==> config.mk <==
export PLATFORM = sky130hd
export DESIGN_NAME = sv_classify_sequencer
export DESIGN_NICKNAME = d
export VERILOG_FILES = /design/src/rtl/sv_classify_sequencer.sv
export SDC_FILE = /design/constraint.sdc
export NUM_CORES = 1
export LEC_CHECK = 0
export ABC_AREA = 1
export ABC_CLOCK_PERIOD_IN_PS = 1700
export CAP_MARGIN = 5
export CORE_MARGIN = 2
export CORE_UTILIZATION = 32
export DETAILED_ROUTE_END_ITERATION = 6
export GPL_ROUTABILITY_DRIVEN = 0
export GPL_TIMING_DRIVEN = 0
export PLACE_DENSITY_LB_ADDON = 0.3
export SLEW_MARGIN = 20
export SYNTH_ARGS = -nofsm -noshare
export SYNTH_HDL_FRONTEND = slang
export SYNTH_SLANG_ARGS = --single-unit
==> constraint.sdc <==
create_clock -name clk -period 1.7 [get_ports clk]
set_input_delay 0.17 -clock clk [delete_from_list [all_inputs] [get_ports clk]]
set_output_delay 0.17 -clock clk [all_outputs]
set_load 0.1 [all_outputs]
==> src/rtl/sv_classify_sequencer.sv <==
`default_nettype none
// +--------------------------------------------------------------------------+
// | sv_classify_sequencer: SV fetch / MAC drain / class decision controller. Rev 1.0 |
// +--------------------------------------------------------------------------+
module sv_classify_sequencer #(
  parameter int MAX_SV  = 100,
  parameter int ADDR_W  = 7,
  parameter int MAC_LAT = 2,
  parameter int FX_W    = 48
) (
  input  logic              clk,
  input  logic              reset,
  input  logic              test_valid,
  input  logic [8:0]        test_x,
  output logic              test_ready,
  input  logic [ADDR_W-1:0] cfg_num_sv,
  output logic              sv_rd_en,
  output logic [ADDR_W-1:0] sv_addr,
  input  logic [8:0]        sv_alpha,
  input  logic [8:0]        sv_x,
  input  logic [1:0]        sv_y,
  output logic              mac_clear,
  output logic              mac_en,
  output logic [8:0]        mac_alpha,
  output logic [8:0]        mac_xtest,
  output logic [8:0]        mac_xsv,
  output logic [1:0]        mac_y,
  input  logic [FX_W-1:0]   mac_fx,
  output logic              res_valid,
  output logic [1:0]        res_class,
  input  logic              res_ready,
  output logic              busy
);

  localparam logic [2:0] S_IDLE   = 3'd0;
  localparam logic [2:0] S_FETCH  = 3'd1;
  localparam logic [2:0] S_DRAIN  = 3'd2;
  localparam logic [2:0] S_DECIDE = 3'd3;
  localparam logic [2:0] S_HOLD   = 3'd4;

  localparam int                DW    = $clog2(MAC_LAT + 2);
  localparam logic [ADDR_W-1:0] MAX_N = ADDR_W'(MAX_SV);

  logic [2:0]        state;
  logic [ADDR_W-1:0] num_sv;
  logic [DW-1:0]     drain_cnt;
  logic [ADDR_W-1:0] cfg_sat;
  logic              accept;
  logic              fx_pos;

  assign test_ready = (state == S_IDLE);
  assign busy       = (state != S_IDLE);
  assign accept     = test_valid && test_ready;
  assign cfg_sat    = (cfg_num_sv > MAX_N) ? MAX_N : cfg_num_sv;
  // Strictly positive only: a zero decision value classifies as -1.
  assign fx_pos     = !mac_fx[FX_W-1] && (|mac_fx[FX_W-2:0]);

  assign mac_alpha = sv_alpha;
  assign mac_xsv   = sv_x;
  assign mac_y     = sv_y;

  always_ff @(posedge clk) begin
    if (reset) begin
      state     <= S_IDLE;
      num_sv    <= '0;
      drain_cnt <= '0;
      sv_rd_en  <= 1'b0;
      sv_addr   <= '0;
      mac_en    <= 1'b0;
      mac_clear <= 1'b0;
      mac_xtest <= '0;
      res_valid <= 1'b0;
      res_class <= '0;
    end else begin
      mac_clear <= 1'b0;
      // Read data arrives one cycle after the strobe, so accumulate then.
      mac_en    <= sv_rd_en;
      case (state)
        S_IDLE: begin
          if (accept) begin
            mac_xtest <= test_x;
            num_sv    <= cfg_sat;
            mac_clear <= 1'b1;
            sv_addr   <= '0;
            drain_cnt <= '0;
            if (cfg_sat != '0) begin
              sv_rd_en <= 1'b1;
              state    <= S_FETCH;
            end else begin
              state    <= S_DRAIN;
            end
          end
        end
        S_FETCH: begin
          if (sv_addr == num_sv - ADDR_W'(1)) begin
            sv_rd_en <= 1'b0;
            state    <= S_DRAIN;
          end else begin
            sv_addr  <= sv_addr + ADDR_W'(1);
          end
        end
        S_DRAIN: begin
          // MAC_LAT+1 cycles: one for the read-data register plus the MAC pipe.
          if (drain_cnt == DW'(MAC_LAT)) begin
            state     <= S_DECIDE;
          end else begin
            drain_cnt <= drain_cnt + DW'(1);
          end
        end
        S_DECIDE: begin
          res_class <= fx_pos ? 2'b01 : 2'b11;
          res_valid <= 1'b1;
          state     <= S_HOLD;
        end
        S_HOLD: begin
          if (res_ready) begin
            res_valid <= 1'b0;
            state     <= S_IDLE;
          end
        end
        default: state <= S_IDLE;
      endcase
    end
  end

endmodule
`default_nettype wire

# Word level (Yosys, flattened, before mapping)
# Cells that the tools add are included.
[totals]
ff_bits = 34
in_bits = 88
out_inout_bits = 44
elab_cells = 66
[classes]
addsub = 3
order_cmp = 1
eq_ne = 13
muxes = 21
bitwise_logic = 1
n_reduce_logical = 17
[ops]
columns = ["op", "n"]
rows = [
  ["OR reduction 47 bit", 1],
  ["2-to-1 mux 7 bit", 3],
  ["one-hot mux 3 bit (5 select lines)", 1],
  ["one-hot mux 7 bit (2 select lines)", 1],
  ["2-to-1 mux 3 bit", 4],
  ["inequality test 2 bit, second input constant", 5],
  ["2-to-1 mux 2 bit", 4],
  ["AND reduction 4 bit", 2],
  ["adder 7 x 1 -> 7 bit, second input constant", 1],
  ["== test 7 bit", 1],
  ["> comparator 7 bit, second input constant", 1],
  ["nonzero test 7 bit", 1],
  ["subtractor 7 x 1 -> 7 bit, second input constant", 1],
  ["== test 3 x 2 -> 1 bit, second input constant", 2],
  ["AND reduction 3 bit", 2],
  ["nonzero test 2 bit", 3],
  ["2-to-1 mux 1 bit", 5],
  ["inequality test 2 x 1 -> 1 bit, second input constant", 2],
  ["one-hot mux 1 bit (2 select lines)", 2],
  ["one-hot mux 2 bit (2 select lines)", 1],
  ["AND reduction 2 bit", 2],
  ["== test 3 x 1 -> 1 bit, second input constant", 1],
  ["== test 3 bit, second input constant", 1],
  ["zero test 3 bit", 1],
  ["7 further kinds", 8],
]

# Logic depth before layout (Yosys ltp)
[depth]
ltp_word = 6
ltp_mapped = 14
mapped_depth_nobuf = 14

# Worst setup path before layout
# No wires, ideal clock.
[synth_path]
kind = "register -> register"
start = "register state[2]"
end = "register state[1]"
setup_time_ps = 71
arrival_ps = 2193
required_ps = 1629
setup_slack_ps = -563
path_stages_with_launch = 8
path_buffers = 0
period_less_slack_ps = 2263
cell_sequence = "dfxtp_1 -> nor2_4 -> nand2_2 -> inv_1 -> nand4_1 -> nand3_1 -> nand3_1 -> a21oi_1"
[synth_via]
elab_chain_len = 4
elab_cells_between_ends = 12
cone_classes = "eq/ne: 8; mux: 1; reduce/logical: 3"
[synth_lines]
columns = ["item", "line_no", "rtl"]
rows = [
  ["from (decl)", "44", "logic [2:0] state;"],
  ["from (signal assigned)", "64", "state <= S_IDLE;"],
  ["from (signal assigned)", "88", "state <= S_FETCH;"],
  ["from (signal assigned)", "90", "state <= S_DRAIN;"],
  ["zero test 3 bit (*)", "51", "assign test_ready = (state == S_IDLE);"],
  ["net test_ready", "15", "output logic test_ready,"],
  ["logical AND 1 bit", "53", "assign accept = test_valid && test_ready;"],
  ["inequality test 2 x 1 -> 1 bit (no line)", "n/a", ""],
  ["AND reduction 4 bit (no line)", "n/a", ""],
]
# The timed path passes the listed nets; every way through them passes the cells marked *.
# A chain may end at the register's enable or synchronous reset.

# Worst setup path in the final report
[layout_path]
start = "register num_sv[0]"
end = "register sv_addr[1]"
[layout_via]
elab_chain_len = 4
[layout_lines]
columns = ["item", "line_no", "rtl"]
rows = [
  ["from (decl)", "45", "logic [ADDR_W-1:0] num_sv;"],
  ["from (signal assigned)", "82", "num_sv <= cfg_sat;"],
  ["subtractor 7 x 1 -> 7 bit", "95", "if (sv_addr == num_sv - ADDR_W'(1)) begin"],
  ["== test 7 bit", "95", ""],
  ["inequality test 2 bit (no line)", "n/a", ""],
  ["AND reduction 3 bit (no line)", "n/a", ""],
  ["to (signal assigned)", "99", "sv_addr <= sv_addr + ADDR_W'(1);"],
  ["to (decl)", "18", "output logic [ADDR_W-1:0] sv_addr,"],
]
# No other way between the ends.

==> impl_metrics.tcl <==
set metrics [dict create \
    critical_path_class "register to register" \
    diodes 0 \
    ys_seq_area_share_pct 34.5 \
    synthAdderAreaFrac_pct 1.90 \
    ys_ff_latch 34 \
    nFillCells 597 \
    synth_xor_xnor_area_share_pct 1.78 \
    die_height_um 82.5 \
    startpoint_type "register" \
    vias 2315 \
    drt-total-wl_mm 6.09 \
    grt_pass1_vias 2130 \
    setup_violations 0 \
    clock.fmax_mhz 599 \
    timing.final.ws_setup_ns 0.0297 \
    final_hold_viol_count 0 \
    multi_input_area_sq_um 1070 \
    drv_slew 0 \
    synth_cells 289 \
    reg2reg_to "sv_addr[1]$_SDFFE_PP0P_" \
    worstMarginPinSlew_ns 0.983 \
    io_buffers 111 \
    cts_max_level 2 \
    holdPathStages 3 \
    worstHoldPathType "input port to register" \
    syn_nets 380 \
    clock_tree.root_cell "clkbuf_8" \
    areaGrowthSynthToFinish_pct 72.8 \
    start_util_pct 33.1 \
    wl_per_cell_um 12.5 \
    worst_ep_required_time_ns 1.88 \
    nNetsFinal 502 \
    peakVddDrop_mv 1.25 \
    vias_per_cell 4.75 \
    p_leak_nw 1.44 \
    hold_end "mac_xtest[4]$_SDFFE_PP0P_" \
    yosys_warnings 0 \
    synth-simple-area-share_pct 39.1 \
    crit_path_end_kind "register" \
    clkLatencyLatePin_ns 0.29 \
    ant_nets 0 \
    grt_start_max_net_pins 12 \
    grt.overflow.total 0 \
    dp.cells 475 \
    r2r_setup_slack_ns 0.03 \
    clk_pin_slew_ns 0.07 \
    cts_buffers 5 \
    num_io_pins 132 \
    drc 0 \
    grt_pass1_wl_mm 9.39 \
    die_w_um 82.5 \
    worstPathMaxFanout 6 \
    cp.arrival_ns 1.85 \
    tritoncts "yes" \
    final_cell_mix "clkdlybuf4s50_1 (87), nand2_1 (65), nand3_1 (29)" \
    relSlewSlack_pct 34.7 \
    layout_commonest_cell "clkdlybuf4s50_1" \
    netlist_area_sq_um 1970 \
    clock-sinks 34 \
    core_sq_um 5960 \
    synth_compound_area_share_pct 7.87 \
    antenna_found_initial 0 \
    rows 28 \
    p_per_area_nw_per_um2 1440 \
    preCtsSetupSlack_ns -0.326 \
    post-route-period-util_pct 98.3 \
    r2r-start "num_sv[0]$_SDFFE_PP0P_" \
    clock_skew_ns 0.00535 \
    syn_area_per_cell_sq_um 6.82 \
    fp.dieArea_sq_um 6810 \
    max_cap_violations 0 \
    ff2ff_path_depth 14 \
    ys_types 29 \
    drive_gt1_share_pct 19.9 \
    first_iter_violations 61 \
    hold_start "test_x[4]" \
    finalNonFillerCells 487 \
    clockBufferDepth 2 \
    status "finished, final reports clean" \
    period_needed_ns 1.67 \
    rsz0062_at_grt "true" \
    drtPass1Iterations 4 \
    synth_mux_area_share_pct 0 \
    grt_usage_pct 18.3 \
    synth_top_family_by_area "simple AND/OR/NAND/NOR gates" \
    hpwl_mm 5.06 \
    layout.area.seq_sq_um 706 \
]
-- synth_stat cells --
cell	count	area (sq um)
a211oi_1	1	7.51
clkbuf_1	1	3.75
xnor2_1	1	8.76
or3_1	1	6.26
o21ai_0	13	65.1
buf_2	2	10.0
nor2_2	2	12.5
a21oi_1	13	65.1
nand2_1	68	255
nor4_1	11	68.8
inv_2	3	11.3
nand4_1	6	37.5
nand3_1	32	160
ha_1	3	37.5
nor3_1	4	20.0
nand2_4	1	11.3
nor3b_1	1	7.51
nand3_4	1	17.5
buf_1	1	3.75
o21ai_1	1	5.00
buf_4	20	150
a31oi_1	2	12.5
nor2_4	3	33.8
nor3_4	1	16.3
nand2_2	5	31.3
xor2_1	3	26.3
nor2_1	25	93.8
dfxtp_1	34	681
inv_1	30	113
-- per-layer routing --
metal,GRT usage (%),part of all wire [%]
met1,19.7,38
met4,4.10,0.76
met5,0,0
met3,5.76,7.5
met2,34.8,54
-- how the worst max path moves through the flow --
| stage | from | to | slack [ns] | depth (start not counted) |
|---|---|---|---|---|
| after CTS | num_sv[0]$_SDFFE_PP0P_ | sv_addr[1]$_SDFFE_PP0P_ | 0.004 | 14 |
| after global routing | num_sv[0]$_SDFFE_PP0P_ | sv_addr[4]$_SDFFE_PP0P_ | -0.10 | 13 |
| after floorplan | state[2]$_SDFFE_PP0P_ | state[1]$_SDFFE_PP0P_ | -0.05 | 7 |
| after detailed placement | state[2]$_SDFFE_PP0P_ | test_ready | -0.33 | 4 |
| after global placement | state[2]$_SDFFE_PP0P_ | test_ready | -0.33 | 4 |
| final | num_sv[0]$_SDFFE_PP0P_ | sv_addr[1]$_SDFFE_PP0P_ | 0.03 | 14 |
-- state kept, by name (all words and copies together), names as in the netlist --
name,flops
sv_rd_en,1
sv_addr,7
num_sv,7
res_valid,1
mac_clear,1
state,3
drain_cnt,2
mac_xtest,9
mac_en,1
res_class,2
-- power by group --
group,switching [W],total (W),internal (W)
clock network,0.000313,0.000820,0.000507
logic,0.00218,0.00295,0.000770
registers,0.000151,0.00115,0.000996
-- logic make-up (layout without fill, tap and decap cells) --
logic type | after synthesis | in the layout
xor+xnor | 4 | 4
compound gates | 30 | 30
simple gates | 161 | 161
fa+ha+maj | 3 | 3
flops | 34 | 34
buf+inv | 57 | 180
-- metrics by stage --
| step | area, sq um | TNS (ns) | power (W) | hold slack (ns) | utilization [%] |
|---|---|---|---|---|---|
| 6_report | 3410 | 0 | 0.00492 | 0.418 | 57.2 |
| 5_1_grt | 3410 | -0.767 | 0.00522 | 0.415 | 57.2 |
| 4_1_cts | 3380 | 0 | 0.00488 | 0.415 | 56.8 |
| 3_5_place_dp | 3220 | -0.734 | 0.00410 | 0.442 | 54.1 |
| 3_3_place_gp | 3220 | -0.532 | 0.00406 | 0.440 | 54.1 |
| 2_1_floorplan | 2020 | -0.0623 | 0.00337 | 0.232 | - |
-- critical path, cell delays in order, from the launching register on --
cell and delay, ns:
dfxtp_2 0.35, inv_4 0.05, ha_4 0.23, nand2_1 0.06
inv_1 0.04, nor2_1 0.08, nand2_1 0.06, nor2_1 0.08
nand2_1 0.09, nor2_4 0.14, nand3_4 0.12, nand2_4 0.12
nand2_2 0.06, nand2_2 0.05, nor2_1 0.04
-- layout make-up --
type                       count  share of cell area [%]
buffer                        24                    4.92
clock buffer                   8                    3.89
inverter                      33                    3.82
multi-input combinational    198                    31.4
sequential                    34                    20.7
tap                           75                    2.75
timing repair buffer         115                    32.5
-- repair_timing --
action | in CTS | in global routing
setup endpoints to repair | 34 | 21
gates cloned | 0 | 0
resized for setup | 46 | 17
buffers inserted | 2 | 2
hold buffers | 0 | 0
pin swaps | 5 | 7
Note: power is estimated with default switching activity, not from simulation.
